## src/rtl/rr_packet_mux_pkg.sv

```systemverilog
// Shared types and helpers for the round-robin packet multiplexer.
package mux_pkg;

  typedef enum logic {
    ARB_IDLE,
    ARB_LOCKED
  } arb_state_t;

  // Width of a channel-index field; never narrower than one bit.
  function automatic int unsigned clog2_min1(input int unsigned n);
    return (n <= 1) ? 1 : $clog2(n);
  endfunction

endpackage

```

## src/rtl/rr_packet_mux_pick.sv

```systemverilog
// Rotating-priority encoder: the first requester at or after ptr (wrapping) wins.
module rr_pick
  import mux_pkg::*;
#(
  parameter  int unsigned N_CH = 4,
  localparam int unsigned CHW  = clog2_min1(N_CH)
) (
  input  logic [N_CH-1:0] req,
  input  logic [CHW-1:0]  ptr,
  output logic [N_CH-1:0] gnt_onehot,
  output logic [CHW-1:0]  gnt_idx,
  output logic            any
);

  int unsigned c;

  always_comb begin
    gnt_onehot = '0;
    gnt_idx    = '0;
    any        = 1'b0;
    c          = 0;
    for (int unsigned k = 0; k < N_CH; k++) begin
      c = (32'(ptr) + k) % N_CH;
      if (!any && req[c]) begin
        any           = 1'b1;
        gnt_onehot[c] = 1'b1;
        gnt_idx       = CHW'(c);
      end
    end
  end

endmodule

```

## src/rtl/rr_packet_mux.sv

```systemverilog
// N-channel valid/ready stream mux with round-robin arbitration, packet lock
// and a one-deep registered output stage.
module rr_packet_mux
  import mux_pkg::*;
#(
  parameter  int unsigned N_CH = 4,
  parameter  int unsigned W    = 4,
  localparam int unsigned CHW  = clog2_min1(N_CH)
) (
  input  logic              clk,
  input  logic              rst,
  input  logic              en,
  input  logic [N_CH-1:0]   in_valid,
  input  logic [N_CH*W-1:0] in_data,
  input  logic [N_CH-1:0]   in_last,
  output logic [N_CH-1:0]   in_ready,
  output logic              out_valid,
  output logic [W-1:0]      out_data,
  output logic              out_last,
  output logic [CHW-1:0]    out_ch,
  input  logic              out_ready
);

  arb_state_t       state_q, state_d;
  logic [CHW-1:0]   ptr_q, ptr_d;
  logic [CHW-1:0]   lock_ch_q, lock_ch_d;
  logic             out_valid_q, out_valid_d;
  logic [W-1:0]     out_data_q, out_data_d;
  logic             out_last_q, out_last_d;
  logic [CHW-1:0]   out_ch_q, out_ch_d;

  logic [N_CH-1:0]  pick_onehot;
  logic [CHW-1:0]   pick_idx;
  logic             pick_any;

  logic             locked;
  logic             load;
  logic             accept;
  logic [CHW-1:0]   sel_ch;
  logic [N_CH-1:0]  grant;
  logic [W-1:0]     sel_data;
  logic             sel_last;
  logic [CHW-1:0]   sel_next;

  rr_pick #(.N_CH(N_CH)) u_pick (
    .req        (in_valid),
    .ptr        (ptr_q),
    .gnt_onehot (pick_onehot),
    .gnt_idx    (pick_idx),
    .any        (pick_any)
  );

  // While locked the grant is pinned to the owning channel, valid or not.
  always_comb begin
    locked   = (state_q == ARB_LOCKED);
    load     = en && (!out_valid_q || out_ready);
    sel_ch   = locked ? lock_ch_q : pick_idx;
    grant    = locked ? (N_CH'(1) << lock_ch_q) : pick_onehot;
    in_ready = load ? grant : '0;
    accept   = load && (locked ? in_valid[lock_ch_q] : pick_any);
    sel_data = in_data[32'(sel_ch)*W +: W];
    sel_last = in_last[sel_ch];
    sel_next = (sel_ch == CHW'(N_CH - 1)) ? '0 : sel_ch + CHW'(1);
  end

  always_comb begin
    state_d     = state_q;
    ptr_d       = ptr_q;
    lock_ch_d   = lock_ch_q;
    out_valid_d = out_valid_q;
    out_data_d  = out_data_q;
    out_last_d  = out_last_q;
    out_ch_d    = out_ch_q;
    if (accept) begin
      out_valid_d = 1'b1;
      out_data_d  = sel_data;
      out_last_d  = sel_last;
      out_ch_d    = sel_ch;
      if (sel_last) begin
        state_d = ARB_IDLE;
        ptr_d   = sel_next;
      end else begin
        state_d   = ARB_LOCKED;
        lock_ch_d = sel_ch;
      end
    end else if (out_ready) begin
      out_valid_d = 1'b0;
    end
  end

  always_ff @(posedge clk or posedge rst) begin
    if (rst) begin
      state_q     <= ARB_IDLE;
      ptr_q       <= '0;
      lock_ch_q   <= '0;
      out_valid_q <= 1'b0;
      out_data_q  <= '0;
      out_last_q  <= 1'b0;
      out_ch_q    <= '0;
    end else begin
      state_q     <= state_d;
      ptr_q       <= ptr_d;
      lock_ch_q   <= lock_ch_d;
      out_valid_q <= out_valid_d;
      out_data_q  <= out_data_d;
      out_last_q  <= out_last_d;
      out_ch_q    <= out_ch_d;
    end
  end

  assign out_valid = out_valid_q;
  assign out_data  = out_data_q;
  assign out_last  = out_last_q;
  assign out_ch    = out_ch_q;

endmodule
```

## config.mk

```make
export PLATFORM = sky130hd
export DESIGN_NAME = rr_packet_mux
export DESIGN_NICKNAME = d
export VERILOG_FILES = /design/src/rtl/rr_packet_mux_pkg.sv /design/src/rtl/rr_packet_mux_pick.sv /design/src/rtl/rr_packet_mux.sv
export SDC_FILE = /design/constraint.sdc
export NUM_CORES = 1
export LEC_CHECK = 0
export CAP_MARGIN = 20
export CELL_PAD_IN_SITES_DETAIL_PLACEMENT = 0
export CELL_PAD_IN_SITES_GLOBAL_PLACEMENT = 1
export CORE_MARGIN = 1
export CORE_UTILIZATION = 33
export DETAILED_ROUTE_END_ITERATION = 6
export HOLD_SLACK_MARGIN = 0.08
export PLACE_DENSITY_LB_ADDON = 0.1
export RECOVER_POWER = 25
export SYNTH_ARGS = -nofsm -noshare
export SYNTH_HDL_FRONTEND = slang
export SYNTH_SLANG_ARGS = --single-unit
```

## constraint.sdc

```tcl
create_clock -name clk -period 3.7 [get_ports clk]
set_input_delay 0.555 -clock clk [delete_from_list [all_inputs] [get_ports clk]]
set_output_delay 0.555 -clock clk [all_outputs]
set_load 0.01 [all_outputs]
```

Word-level counts from Yosys, hierarchy flattened
Index checks and enable logic that the tools add are counted.
Word-level totals
  bits in registers: 13
  latch bits: 0
  bits in writable memories: 0
  ROM bits: 0
  bits of input ports: 28
  logic and storage cells: 85
  memories kept: 0
Cells by class
  add/sub/neg operators: 4
  multipliers: 0
  div/mod/pow operators: 0
  order comparisons: 10
  eq/ne operators: 1
  shift-type cells: 2
  multiplexer cells: 40
  bitwise operators: 4
  reductions and logical operators: 17
Operators with widths (number)
  $mux 4: 6
  $lt 2x3->1 const B: 6
  $mux 1: 18
  $shiftx 16x5->4: 1
  $bmux 1 s2: 6
  $mux 2: 6
  $or 4x4->4: 3
  $logic_and 1x1->1: 9
  $demux 1 s2: 4
  $ge 2x1->1 const B: 4
  $add 2x1->2 const B: 2
  $add 2x2->2 const B: 2
  $logic_not 1->1: 4
  $reduce_and 2->1: 2
  $shl 1x2->4 const A: 1
  $eq 2x2->1 const B: 1
  $reduce_bool 2->1: 1
  $logic_or 1x1->1: 1
  $not 1->1: 1

Longest topological paths before layout
Gate-level depths: netlist (run 1).
  depth after elaboration: 17
  gate-level depth with buffers: 12
  depth with buffers taken out: 8

By module
From an unflattened synthesis (run 1), not the netlist that was laid out.
Second synthesis, totals
  cell total of the unflattened synthesis: 126
  area total of the unflattened synthesis: 1296.2 µm²
Modules (own cells, without submodules)
  rr_packet_mux: instances 1, cells each 81, area each 877.1 µm²
  rr_pick: instances 1, cells each 45, area each 419.2 µm²

Worst setup path before layout (run 1)
No wires, ideal clock.
  path type: register to output
  from: register ptr_q[0]
  to: output in_ready[1]
  data arrival time: 2944 ps
  required time: 3145 ps
  slack: 201 ps
  stages on the path, launching flop included: 12
  path buffers: 3
  path through: dfrtp_1 buf_6 clkbuf_1 inv_1 ha_1 clkbuf_1 or3b_2 o21ai_0 a32oi_1 o21ai_0 a21oi_1 a221oi_1
Between the ends
  longest elaborated chain between the ends: 14
  elaborated cells between the ends (all ways): 49
Ends and longest elaborated chain
  start: declaration: line rr_packet_mux.sv:25  | logic [CHW-1:0] ptr_q, ptr_d;
  start signal: assignment: line rr_packet_mux.sv:102  | ptr_q <= ptr_d;
  branches (longest 11 deep; another with $lt 2x3->1)
  $mux 4 *: line rr_packet_mux_pick.sv:24  | if (!any && req[c]) begin
  $mux 4 *: line rr_packet_mux.sv:58  | grant = locked ? (N_CH'(1) << lock_ch_q) : pick_onehot;
  $mux 4 *: line rr_packet_mux.sv:59  | in_ready = load ? grant : '0;
  end: declaration: line rr_packet_mux.sv:16  | output logic [N_CH-1:0] in_ready,
Every way passes the cells marked *. The select of a mux whose other input is x is not followed.

Final worst setup path (run 1)
  from: input in_valid[1]
  to: output in_ready[2]
Between the ends
  longest elaborated chain between the ends: 14
  elaborated cells between the ends (all ways): 26
Ends and longest elaborated chain
  start: declaration: line rr_packet_mux.sv:13  | input logic [N_CH-1:0] in_valid,
  $bmux 1 s2: line rr_packet_mux_pick.sv:24
  $mux 1 (not written as such): line rr_packet_mux_pick.sv:24
  $mux 1: line rr_packet_mux_pick.sv:24
  $logic_not 1->1: line rr_packet_mux_pick.sv:24
  $logic_and 1x1->1: line rr_packet_mux_pick.sv:24
  $mux 1: line rr_packet_mux_pick.sv:24
  $logic_not 1->1: line rr_packet_mux_pick.sv:24
  $logic_and 1x1->1: line rr_packet_mux_pick.sv:24
  $mux 1: line rr_packet_mux_pick.sv:24
  $logic_not 1->1: line rr_packet_mux_pick.sv:24
  $logic_and 1x1->1: line rr_packet_mux_pick.sv:24
  $mux 4 *: line rr_packet_mux_pick.sv:24
  $mux 4 *: line rr_packet_mux.sv:58
  $mux 4 *: line rr_packet_mux.sv:59
Mark *: on every way between the ends. The rest lies on a longest branch, timed or not. The select of a mux whose other input is x is not followed.

==> results of run 1 <==
==> cell usage after synthesis (all sizes together) (2+ instances only) <==
cell type / number / area share, %
nand2: 24 / 6.5
a21oi: 13 / 4.6
dfrtp: 13 / 23
nor2: 11 / 3.1
o21ai: 11 / 3.9
mux2i: 10 / 7.0
clkbuf: 7 / 1.8
ha: 7 / 6.1
a22oi: 5 / 2.6
buf: 5 / 2.4
inv: 5 / 1.3
nor2b: 5 / 2.4
mux4: 4 / 6.3
nor3: 4 / 1.4
o221ai: 4 / 2.5
a221oi: 3 / 1.8
o211a: 3 / 2.1
o211ai: 3 / 1.9
or3b: 3 / 1.8
and3: 2 / 0.88
nand2b: 2 / 0.88
nor3b: 2 / 1.1
o2111ai: 2 / 1.7
o2bb2ai: 2 / 1.7
==> critical path, cell delays in order <==
cell                              delay, ns
sky130_fd_sc_hd__clkdlybuf4s50_1       0.46
sky130_fd_sc_hd__buf_4                 0.19
sky130_fd_sc_hd__mux4_2                0.49
sky130_fd_sc_hd__nor2b_2               0.20
sky130_fd_sc_hd__a22oi_1               0.15
sky130_fd_sc_hd__nor2_1                0.06
sky130_fd_sc_hd__a21oi_1               0.15
sky130_fd_sc_hd__a21oi_1               0.09
sky130_fd_sc_hd__clkdlybuf4s50_1       0.49
==> report_power, final <==
group	total, mW	leakage (nW)	internal [mW]	switching (mW)
sequential	0.288	0.151	0.210	0.0786
combinational	1.00	0.684	0.486	0.518
clock	0.125	0.0228	0.0758	0.0488
total	1.42	0.858	0.771	0.646
==> stage by stage <==
stage	instance area [um^2]	worst slack [ns]	util, %	hold WS [ns]	total power, mW
2_1_floorplan	1430	0.201	-	0.432	0.979
3_3_place_gp	1900	0.169	46.4	0.468	1.28
3_5_place_dp	1900	0.131	46.4	0.469	1.30
4_1_cts	1940	0.127	47.5	0.488	1.43
5_1_grt	1950	0.199	47.6	0.517	1.54
6_report	1950	0.303	47.6	0.481	1.42
==> what timing repair did <==
action / in CTS / in global routing
resized for setup: 0 / 2
setup buffers: 0 / 0
setup endpoints to repair: 0 / 2
==> path summary, 6_finish.rpt <==
kind | end | cells after the start | startpoint
hold reg to reg | out_ch[1]$_DFFE_PP0P_ | 2 | out_ch[1]$_DFFE_PP0P_
min in group asynchronous | locked$_DFFE_PP0P_ | 2 | rst
setup reg to reg | ptr_q[1]$_DFFE_PP0P_ | 10 | ptr_q[0]$_DFFE_PP0P_
setup / recovery | in_ready[2] | 9 | in_valid[1]
hold / removal | out_ch[1]$_DFFE_PP0P_ | 2 | out_ch[1]$_DFFE_PP0P_
max in group asynchronous | ptr_q[0]$_DFFE_PP0P_ | 2 | rst
==> cells by family after synthesis <==
| kind of cell | synth area share, % |
|---|---|
| simple gates | 20.9 |
| fa+ha+maj | 6.13 |
| flops | 22.8 |
| compound gates | 30.6 |
| buf+inv | 5.52 |
| mux | 14.1 |
==> registers in the layout, indices dropped and copies added, names as in the netlist <==
signal     count
out_data       4
lock_ch_q      2
out_ch         2
ptr_q          2
locked         1
out_last       1
out_valid      1
==> metal layers <==
layer | vias up | part of all wire (%)
met4 | 0 | 0.27
met1 | 664 | 47
li1 | 710 | -
met2 | 35 | 49
met5 | - | 0
met3 | 2 | 3.8
==> area by class of cell <==
class / count / area share, %
Clock buffer: 4 / 2.32
Inverter: 5 / 0.965
Multi-Input combinational cell: 136 / 52.6
Sequential cell: 13 / 16.7
Tap cell: 50 / 3.22
Timing Repair Buffer: 49 / 24.2
==> results, run 1 <==
- The later pin in the worst-skew pair is clocked with a latency of 0.24 ns.
- The combined flip-flop and latch cell area is approximately 330 um^2.
- After legalization and detailed placement, the total HPWL measured ~2800 um.
- The count of distinct cell types in the synthesized netlist is 50.
- For the pin with the worst max-slew slack, the measured transition is 0.994 ns.
- The total nets after synthesis is around 200.
- The initial utilization of the core area, before any placement, comes to 34.9%.
- The total number of vias is 1411.
- The count of cells in the finished layout, fillers not included, comes to 257.
- The core box area is 4090 um^2.
- Of the cells placed in the final design, the portion with a size suffix greater than 1 is 14.0%.
- The number of max-slew violations in the final report is 0.
- In the final layout, the multi-input gates occupy 1020 um^2.
- The number of global-route vias before repair is 1329.
- Routability-driven placement finished with a final weighted congestion of 0.763.
- Data on the critical path is required at its endpoint by 3.14 ns.
- The highest clock rate is 294 MHz.
- The critical setup path kind is input pin to primary output.
- The final net count is 243.
- The clock passes through at most 2 buffers.
- The worst vdd rail ir drop is 0.334 mV.
- For this design, the CTS-stage hold fixing added 0 buffers.
- After detailed routing, the average wire length per cell comes to 14.4 um.
- The summed instance area of the synthesized netlist is 1430 um^2.
- The mean area per synthesized cell is roughly 8.6 um^2.
- The fraction of met3 tracks used by global routing is 1.69%.
- The die is about 68 um wide.
- Setup violations remaining at the end of the flow were counted as 0.
- Setup repair after global routing left no endpoint under its margin.
- Of the synthesized area, sequential elements account for 22.8%.
- The filler cell count in the final layout is around 400.
- The clock sink count is 13.
- The cell count after synthesis is 166.
- The aggregate global-route resource usage is 17.2%.
- Global routing used 29.6% of the available met2 tracks.
- The number of flip-flops and latches in the synthesized netlist is 13.
- The final period demand of the worst path is 3.40 ns.
- The number of antenna diodes in the final layout is 0.
- In this run the worst path has a maximum fanout of 10.
- For this run, asynchronously set or reset flops after synthesis account for 100%.
- The tool flagged a number of max-cap violations equal to 0.
- The library cell used most frequently in the layout, excluding fill and tap cells, is sky130_fd_sc_hd__clkdlybuf4s50_1.
- The total number of placement rows is 23.
- The min-delay analysis places its worst path in the category flop to flop.
- Counting the buffers created by CTS gives 3.
- The number of top-level design ports is 40.
- The Yosys step of the flow raised 0 warnings.
- The layer flagged by global routing as most heavily used is met2.
- The launching element type of the critical path is an input pin.
- In the layout the commonest cells are sky130_fd_sc_hd__clkdlybuf4s50_1, sky130_fd_sc_hd__nand2_1, sky130_fd_sc_hd__a21oi_1, sky130_fd_sc_hd__dfrtp_1.
- The pre-antenna-repair detailed-routing pass consisted of 4 iterations.
- The flow ran to the end, and the final reports show no timing, DRC or antenna violations.
- Entering global routing, the biggest net connects 26 pins.
- The die is 67.8 um tall.
- The detail route stage leaves a number of antenna-violating nets equal to 0.
- The clock root buffer is sky130_fd_sc_hd__clkbuf_8.
- In this run the tightest slew margin relative to its limit is 33.4%.
- The power per unit of standard cell area is 728 nW/um^2.
- The aggregate global routing overflow is 0.
- The number of antenna violations at the first check in global routing is 0.
- After layout, the worst path uses 91.8% of the clock period.
- The total wirelength of the detailed-routed design is 3700 um.
- The flip-flop cell with the highest count after synthesis is sky130_fd_sc_hd__dfrtp_1.
- STA classifies the critical path endpoint as a primary output.
- The count of flip-flops with a built-in enable after synthesis is 0.
- Relative to the synthesized area, the layout overhead comes to 36.3%.
- The first global-routing pass estimated 6100 um of wire.
- The final number of hold-violating endpoints is 0.
- For this block, the initial DRC count from the detailed router was 108.
- Data on the critical path arrives at its endpoint at 2.84 ns.
- Buffers placed on the I/O ports in this run total 39.
- After detailed routing, the number of vias per cell comes to ~5.5.
- Clock-pin slew was measured on the worst setup and hold paths at ~0.050 ns.
- In the final timing run, aggregate negative setup slack is 0 ns.
- The CTS H-tree depth is 1.
- TritonCTS built the clock tree.
- The setup slack of the worst register-to-register path is 1.08 ns.
- In the routed design, unresolved DRC markers number 0.
- The die footprint is 4590 um^2.
- In this run, placement finished with an instance count of 253.
- For this run, global-route usage on met1 was measured as a little under a quarter.
- For the final database, setup skew stands at 0.00348 ns.
- The leakage power total is 0.858 nW.
No activity file was read; power rests on OpenSTA's default activity.
==> run 2, diff against run 1 <==
- clock period: 3.7 -> 4 ns (I/O delays scaled with it)
==> run 2 against run 1 <==
  * Worst setup slack improved by 0.029 ns
  * Sequential power decreased by 7.6%
  * Routed wire length increased by 3.2%
  * Count of clock-buffer cells in the layout did not move
  * Utilization decreased by 0.12 points
  * Largest cell class unchanged
  * Non-clock buffer count did not move
==> results, run 2 (synthesis results as in run 1) <==
- The count of buffers from port buffering is 39 (unchanged).
- The required time of the critical path came to 3.40 ns (+0.26 ns).
- The count of hold-fix buffers inserted at cts was 0 (unchanged).
- The weighted congestion at the end of routability-driven global placement is 0.768 (+0.72%).
- The height of the die came to 67.8 um (unchanged).
- The critical setup path kind is input pin to primary output.
- The clock root buffer is sky130_fd_sc_hd__clkbuf_8.
- The top metal layer carrying routed signals is met4.
- The library cells used most frequently in the layout, excluding fill and tap cells, are sky130_fd_sc_hd__clkdlybuf4s50_1, sky130_fd_sc_hd__nand2_1, sky130_fd_sc_hd__a21oi_1, sky130_fd_sc_hd__dfrtp_1.
- The horizontal die dimension was 67.8 um (unchanged).
- The clock edge transition at the registers on the reported setup and hold paths came to 0.05 ns (about the same).
- The measured slew at the worst slew-check pin came to 0.673 ns (-0.321 ns).
- The aggregate global routing overflow is 0 (unchanged).
- The clock tree from TritonCTS is yes.
- STA classifies the critical path startpoint as an input pin.
- The proportion of power drawn by the clock network was 8.8% (about the same).
- Walking the worst path, the cells encountered are clkdlybuf4s50_1, or3b_2, o21ai_0, a32oi_1, o21ai_0, buf_4, a21oi_1, a221oi_1, clkdlybuf4s50_1.
- The post-detailed-route DRC marker count is 0 (unchanged).
- The library cell used most frequently in the layout, excluding fill and tap cells, is sky130_fd_sc_hd__clkdlybuf4s50_1.
- The final-report setup violation count is 0 (unchanged).
- The CTS H-tree depth is 1 (unchanged).
- The largest fanout of any net on the critical path is 4 (-6).
- The worst vdd rail ir drop is 0.283 mV (-15%).
- The number of max-slew violations in the final report was 0 (unchanged).
- The power per unit of standard cell area was 676 nW/um^2 (-7.2%).
- The library cell contributing the largest single delay on the critical path is sky130_fd_sc_hd__clkdlybuf4s50_1.
- The type of the worst min-delay path is flop to flop.
- The number of global-route vias before repair is 1451 (+9.2%).
- The worst max-slew margin expressed relative to the limit is 55.1% (+22 points).
- The final worst-path cycle share is 91.7%.
- The wire length on met2 is 1950 um (+8.3%).
- The core box area is 4090 um^2 (unchanged).
- The flip-flop count of the largest register, all copies and words added is 4 (unchanged).
- The share of power burned in registers is 20.2% (-0.2 points).
- The final number of hold-violating endpoints is 0 (unchanged).
- The total wirelength of the detailed-routed design is 3820 um (+3.2%).
- The cell class contributing the biggest share of worst-path delay is buffers and inverters.
- The flow ran to the end, and the final reports show no timing, DRC or antenna violations.
- The first-pass iteration count of the detailed router came to 4 (unchanged).
- The clock network latency to the later pin of the worst-skew pair is 0.24 ns (about the same).
- The starting DRC count in detailed routing is 110 (+1.9%).
- The combinational group share of total power is 71.0% (+0.2 points).
- The share of final-layout standard cells stronger than drive strength 1 is 14.0% (unchanged).
- The effective utilization at floorplan was 34.9% (unchanged).
- The maximum single-stage delay on the critical path is 0.60 ns (+0.11 ns).
- The clock sink count is 13 (unchanged).
- The final period demand of the worst path is around 3.7 ns.
- The filler cell count in the final layout is 402 (+0.25%).
- The highest clock rate is approximately 270 MHz.
- The detailed-route vias per instance is 5.58 (+1.6%).
- The buffers plus inverters on the worst setup path was 3 (unchanged).
- The maximum number of pins on one net before global-route repair is 26 (unchanged).
- The aggregate global-route resource usage is 18.4% (+1.2 points).
- The final net count is 243 (unchanged).
- The share of total power consumed by net switching is 45.7% (+0.087 points).
- The layout overhead on the synthesized area is 35.9%.
- The routed length per placed instance is 14.9 um (+3.2%).
- The number of buffers on the longest clock path was 2 (unchanged).
- The critical path arrival was 3.07 ns (+0.23 ns).
- The remaining number of nets flagged by the antenna check after routing is 0 (unchanged).
- The total number of vias is 1433 (+1.6%).
- The net switching power figure was 0.599 mW (-7.2%).
- The number of antenna violations at the first check in global routing is 0 (unchanged).
- The total negative slack came to 0 ns (unchanged).
- The global-route wire length before repair is 6460 um (+5.9%).
- The total clock buffers created by CTS is 3 (unchanged).
- The die footprint is 4590 um^2 (unchanged).
- The antenna diode instance count came to 0 (unchanged).
- The cell internal power dissipation came to 0.713 mW (-7.5%).
- The HPWL reported at the end of detailed placement is 2910 um (+3.6%).
- The total number of placement rows was 23 (unchanged).
- The buffers inserted during post-CTS setup optimization is 0 (unchanged).
- Setup repair after global routing left no endpoint under its margin.
- The post-route met1 wirelength was 1730 um (-1.3%).
- The overall power of the completed layout was 1.31 mW (-7.4%).
- The length of routed met3 wiring came to 118 um (-16%).
- The number of top-level design ports was 40 (unchanged).
- The max-cap check violation count is 0 (unchanged).
- The worst setup path is captured at a primary output.
- The leakage power total was 0.828 nW (-3.6%).
- The post-CTS resize count was 0 (unchanged).
- The final worst clock skew was 0.00307 ns (-0.000411 ns).
[run 2: changes by cell type in the layout (fill, tap and decap cells not counted), sizes merged]
cell / change
clkdlybuf4s50: +2
dlymetal6s2s: -2
[run 2: worst paths after layout]
check / start / end / slack, ns / cells after the start
max: in_valid[2] / in_ready[3] / 0.33 / 9
min: out_ch[1]$_DFFE_PP0P_ / out_ch[1]$_DFFE_PP0P_ / 0.48 / 2
max reg2reg: ptr_q[0]$_DFFE_PP0P_ / ptr_q[1]$_DFFE_PP0P_ / 1.42 / 9
min reg2reg: out_ch[1]$_DFFE_PP0P_ / out_ch[1]$_DFFE_PP0P_ / 0.48 / 2
max in group asynchronous: rst / lock_ch_q[1]$_DFFE_PP0P_ / 2.84 / 2
min in group asynchronous: rst / out_last$_DFFE_PP0P_ / 0.82 / 2
[run 2: per-stage QoR]
stage	util [%]	hold slack (ns)	cell area (um^2)	worst slack, ns	instances
after floorplan	-	0.477	1430	0.456	166
after global placement	46.4	0.468	1900	0.360	253
after detailed placement	46.4	0.472	1900	0.297	253
after CTS	47.5	0.489	1940	0.279	257
after global routing	47.5	0.513	1940	0.161	257
final	47.5	0.478	1940	0.333	257
[run 2: worst min-delay path: cells and delay by family, from the launching register on]
family | cells | cell delay [ns]
simple gates | 1 | 0.04
flops | 1 | 0.34
compound gates | 1 | 0.06
[run 2: power groups by stage]
stage | sequential, mW | clock, mW | combinational [mW]
floorplan | 0.264 | 0 | 0.641
global placement | 0.265 | 0 | 0.916
detailed placement | 0.265 | 0 | 0.936
CTS | 0.267 | 0.120 | 0.939
global route | 0.277 | 0.129 | 1.02
finish | 0.266 | 0.115 | 0.932
[run 2: metal layers]
metal / GRT usage, % / vias to the layer above
met5: 0 / -
met4: 4.69 / 0
met3: 1.52 / 4
met2: 34.2 / 43
met1: 22.5 / 672
li1: - / 714
[run 2: area by class of cell]
type	instances	area [um^2]	area share, %
inverters	5	18.8	0.967
multi-input cells	136	1020	52.7
well taps	50	62.6	3.22
repair buffers	49	465	24.0
flip-flops and latches	13	325	16.8
clock buffers	4	45.0	2.32
==> run 3, diff against run 2 <==
- ABC_AREA: not set -> 1
- ABC_CLOCK_PERIOD_IN_PS: not set -> 4000
- GPL_ROUTABILITY_DRIVEN: not set -> 0
==> run 3 against run 2 <==
  * Register-to-register slack got worse by 0.15 ns
  * Critical path depth increased by 4
  * Sequential power decreased by 3%
  * Die area decreased by 1.7%
  * Via count increased by 3.8%
  * Routed wire length decreased by 5.7%
  * Worst setup slack improved by 0.14 ns
==> results, run 3 <==
- The remaining number of nets flagged by the antenna check after routing is 0 (unchanged).
- By area the synthesized netlist is led by sky130_fd_sc_hd__dfrtp_1, sky130_fd_sc_hd__nand2_1, sky130_fd_sc_hd__nand3_1, sky130_fd_sc_hd__inv_1, sky130_fd_sc_hd__ha_1.
- The library cell contributing the largest single delay on the critical path is sky130_fd_sc_hd__dfrtp_1.
- The final worst-path cycle share was 88.1% (-3.6 points).
- The leakage power total came to 0.938 nW (+13%).
- The number of top-level design ports was 40 (unchanged).
- sky130_fd_sc_hd__nand2_1 is the most common cell in the netlist.
- Setup repair after global routing left no endpoint under its margin.
- The aggregate global-route resource usage was 17.3% (-1.1 points).
- The final worst clock skew is 0.00368 ns (+0.000609 ns).
- The count of flip-flops with a built-in enable after synthesis is 0 (unchanged).
- The global-route wire length before repair is 6070 um (-6.1%).
- The number of global-route vias before repair is 1360 (-6.3%).
- The launching element type of the critical path is a flop.
- The die footprint is 4520 um^2 (-1.7%).
- The flip-flop cell with the highest count after synthesis is sky130_fd_sc_hd__dfrtp_1.
- The HPWL reported at the end of detailed placement came to 2890 um (-0.83%).
- The total negative slack came to 0 ns (unchanged).
- The total of warnings raised by yosys is 0 (unchanged).
- The effective utilization at floorplan is 34.8% (-0.12 points).
- The final-report setup violation count is 0 (unchanged).
- The filler cell count in the final layout is 441 (+9.7%).
- The share of flip-flops with an asynchronous set or reset after synthesis is 100% (unchanged).
- The horizontal die dimension is 67.2 um (-0.86%).
- The number of max-slew violations in the final report was 0 (unchanged).
- The run finished with clean final reports.
- The clock edge transition at the registers on the reported setup and hold paths is 0.06 ns (about the same).
- The aggregate global routing overflow is 0 (unchanged).
- The final non-filler cell area was 1880 um^2 (-3.1%).
- The total number of vias is 1487 (+3.8%).
- The share of synthesized area occupied by flip-flops and latches came to 23.2% (+0.41 points).
- The post-route worst setup slack is 0.475 ns (+0.143 ns).
- The starting DRC count in detailed routing is 105 (-4.5%).
- The worst-case setup slack after placement is 0.629 ns (+0.333 ns).
- In this run the worst hold path is classified as flop to flop.
- The mean area per synthesized cell was 6.52 um^2 (-24%).
- The antenna diode instance count is 0 (unchanged).
- The required time of the critical path is 3.40 ns (about the same).
- The compound-gate portion of the synthesized area was 14.3% (-16 points).
- The detailed-route vias per instance came to 4.88 (-13%).
- Traced cell by cell, the critical path runs through inv_2, ha_1, inv_1, nand3_1, nand2_2, nor2_8, nand3_1, inv_1, nand2_1, o211ai_1, nand2_1, a21oi_1, clkdlybuf4s50_1.
- The count of distinct cell types in the synthesized netlist was 29 (-42%).
- The final net count was 291 (+20%).
- The xor and xnor fraction of the mapped netlist area came to 0.624% (+0.62 points).
- By area, the combinational part of the netlist is dominated by simple AND/OR/NAND/NOR gates.
- The clock sink count came to 13 (unchanged).
- The combinational group share of total power is 76.4% (+5.4 points).
- The height of the die was 67.2 um (-0.86%).
- The maximum single-stage delay on the critical path was 0.56 ns (-0.04 ns).
- STA classifies the critical path endpoint as a primary output.
- The power per unit of standard cell area was 839 nW/um^2 (+24%).
- The count of hold-fix buffers inserted at cts is 0 (unchanged).
- The number of antenna violations at the first check in global routing is 0 (unchanged).
- The clock tree from TritonCTS is yes.
- The critical path in this run is classified as flop to primary output.
- The total number of placement rows is 23 (unchanged).
- The top cell type's share of synthesized area came to 23.2% (+0.41 points).
- Counting instances in the post-synthesis netlist gives the leading cell types as sky130_fd_sc_hd__nand2_1, sky130_fd_sc_hd__nand3_1, sky130_fd_sc_hd__inv_1, sky130_fd_sc_hd__dfrtp_1, sky130_fd_sc_hd__o21ai_0.
- The highest clock rate is 284 MHz (+4.0%).
- The final period demand of the worst path is 3.52 ns (-0.143 ns).
- The fraction of the mapped netlist area in simple logic gates is 45.1% (+24 points).
- The post-CTS resize count is 0 (unchanged).
- The share of final-layout standard cells stronger than drive strength 1 is 11.8% (-2.2 points).
- The CTS H-tree depth is 1 (unchanged).
- The routed length per placed instance is 11.8 um (-21%).
- The library cell with the largest summed area after synthesis is sky130_fd_sc_hd__dfrtp_1.
- The critical path arrival is 2.92 ns (-0.15 ns).
- The buffers inserted during post-CTS setup optimization is 0 (unchanged).
- The final number of hold-violating endpoints is 0 (unchanged).
- The cell count after synthesis is 215 (+30%).
- The maximum number of pins on one net before global-route repair is 19 (-27%).
- The core box area was 4030 um^2 (-1.4%).
- The total nets after synthesis is 250 (+24%).
- The total wirelength of the detailed-routed design was 3600 um (-5.7%).
- The largest fanout of any net on the critical path is 9 (+5).
- The fraction of the mapped netlist area in adder cells came to 6.24% (+0.11 points).
- The cell internal power dissipation was 0.719 mW (+0.85%).
- The portion of netlist area occupied by mux cells is 0% (-14 points).
- The number of buffers on the longest clock path is 2 (unchanged).
- The share of power burned in registers was 16.3% (-3.9 points).
- The share of total power consumed by net switching came to 54.4% (+8.8 points).
- The library cells used most frequently in the layout, excluding fill and tap cells, are sky130_fd_sc_hd__nand2_1, sky130_fd_sc_hd__clkdlybuf4s50_1, sky130_fd_sc_hd__nand3_1, sky130_fd_sc_hd__inv_1, sky130_fd_sc_hd__dfrtp_1.
- The worst max-slew margin expressed relative to the limit is 65.4% (+10 points).
- The total cell area at the placement stage was 1840 um^2 (-3.2%).
- The measured slew at the worst slew-check pin was 0.514 ns (-0.159 ns).
- The number of flip-flops and latches in the synthesized netlist is 13 (unchanged).
- Compared with the post-synthesis result, the final layout area differs by 34.1%.
- The post-detailed-route DRC marker count came to 0 (unchanged).
- The total clock buffers created by CTS is 3 (unchanged).
- The utilization after layout is 46.7% (-0.81 points).
- The first-pass iteration count of the detailed router is 4 (unchanged).
- The library cell used most frequently in the layout, excluding fill and tap cells, is sky130_fd_sc_hd__nand2_1.
- The worst vdd rail ir drop was 0.324 mV (+15%).
- The count of buffers from port buffering is 39 (unchanged).
- The flip-flop count of the largest register, all copies and words added is 4 (unchanged).
- The max-cap check violation count was 0 (unchanged).
- The clock network latency to the later pin of the worst-skew pair is 0.24 ns (about the same).
- The root buffer cell chosen for the clock tree is sky130_fd_sc_hd__clkbuf_8.
- The proportion of power drawn by the clock network came to 7.2% (-1.6 points).
- The overall power of the completed layout is 1.58 mW (+20%).
- The summed instance area of the synthesized netlist is 1400 um^2 (-1.8%).
- The net switching power figure came to 0.859 mW (+43%).
-- run 3: cell type report --
class                      instances  area, um^2  share of cell area, %
timing repair buffer              41         405                   21.6
clock buffer                       4        45.0                   2.40
sequential                        13         325                   17.3
tap                               50        62.6                   3.33
inverter                          30         113                   5.99
multi-input combinational        167         930                   49.4
-- run 3: layer usage --
| metal | global-route usage (%) | vias up | wire length [um] |
|---|---|---|---|
| li1 | - | 781 | - |
| met1 | 21.3 | 677 | 1600 |
| met2 | 33.0 | 27 | 1880 |
| met3 | 1.01 | 2 | 112 |
| met4 | 3.19 | 0 | 9 |
| met5 | 0 | - | 0 |
-- run 3: power by group through the flow --
stage	clock, mW	sequential, mW	combinational [mW]
6_report	0.114	0.258	1.21
5_1_grt	0.120	0.269	1.36
4_1_cts	0.118	0.258	1.22
3_5_place_dp	0	0.259	1.21
3_3_place_gp	0	0.261	1.23
2_1_floorplan	0	0.255	0.896
-- run 3: cells by family after synthesis --
| logic type | Yosys count |
|---|---|
| adder cells (fa/ha/maj) | 7 |
| buffers and inverters | 35 |
| XOR/XNOR | 1 |
| AND/OR/NAND/NOR | 126 |
| flip-flops | 13 |
| AO/OA/AOI/OAI | 33 |
-- run 3: worst max-delay path, delay by kind of cell, from the launching register on --
kind | cells | cell delay [ns]
AND/OR/NAND/NOR | 6 | 0.62
AO/OA/AOI/OAI | 2 | 0.20
flip-flops | 1 | 0.56
buffers and inverters | 4 | 0.93
adder cells (fa/ha/maj) | 1 | 0.39
-- run 3: final timing paths --
| check | from | endpoint | slack, ns | cells after the start |
|---|---|---|---|---|
| setup / recovery | ptr_q[1]$_DFFE_PP0P_ | in_ready[2] | 0.48 | 13 |
| hold / removal | out_last$_DFFE_PP0P_ | out_last$_DFFE_PP0P_ | 0.48 | 2 |
| setup reg to reg | ptr_q[1]$_DFFE_PP0P_ | out_data[3]$_DFFE_PP0P_ | 1.27 | 12 |
| hold reg to reg | out_last$_DFFE_PP0P_ | out_last$_DFFE_PP0P_ | 0.48 | 2 |
| max in group asynchronous | rst | ptr_q[0]$_DFFE_PP0P_ | 2.86 | 2 |
| min in group asynchronous | rst | out_data[3]$_DFFE_PP0P_ | 0.81 | 2 |
-- run 3: per-stage QoR --
stage               std cells  hold WS, ns
finish                    305        0.478
global route              305        0.502
CTS                       305        0.485
detailed placement        301        0.464
global placement          301        0.470
floorplan                 215        0.477
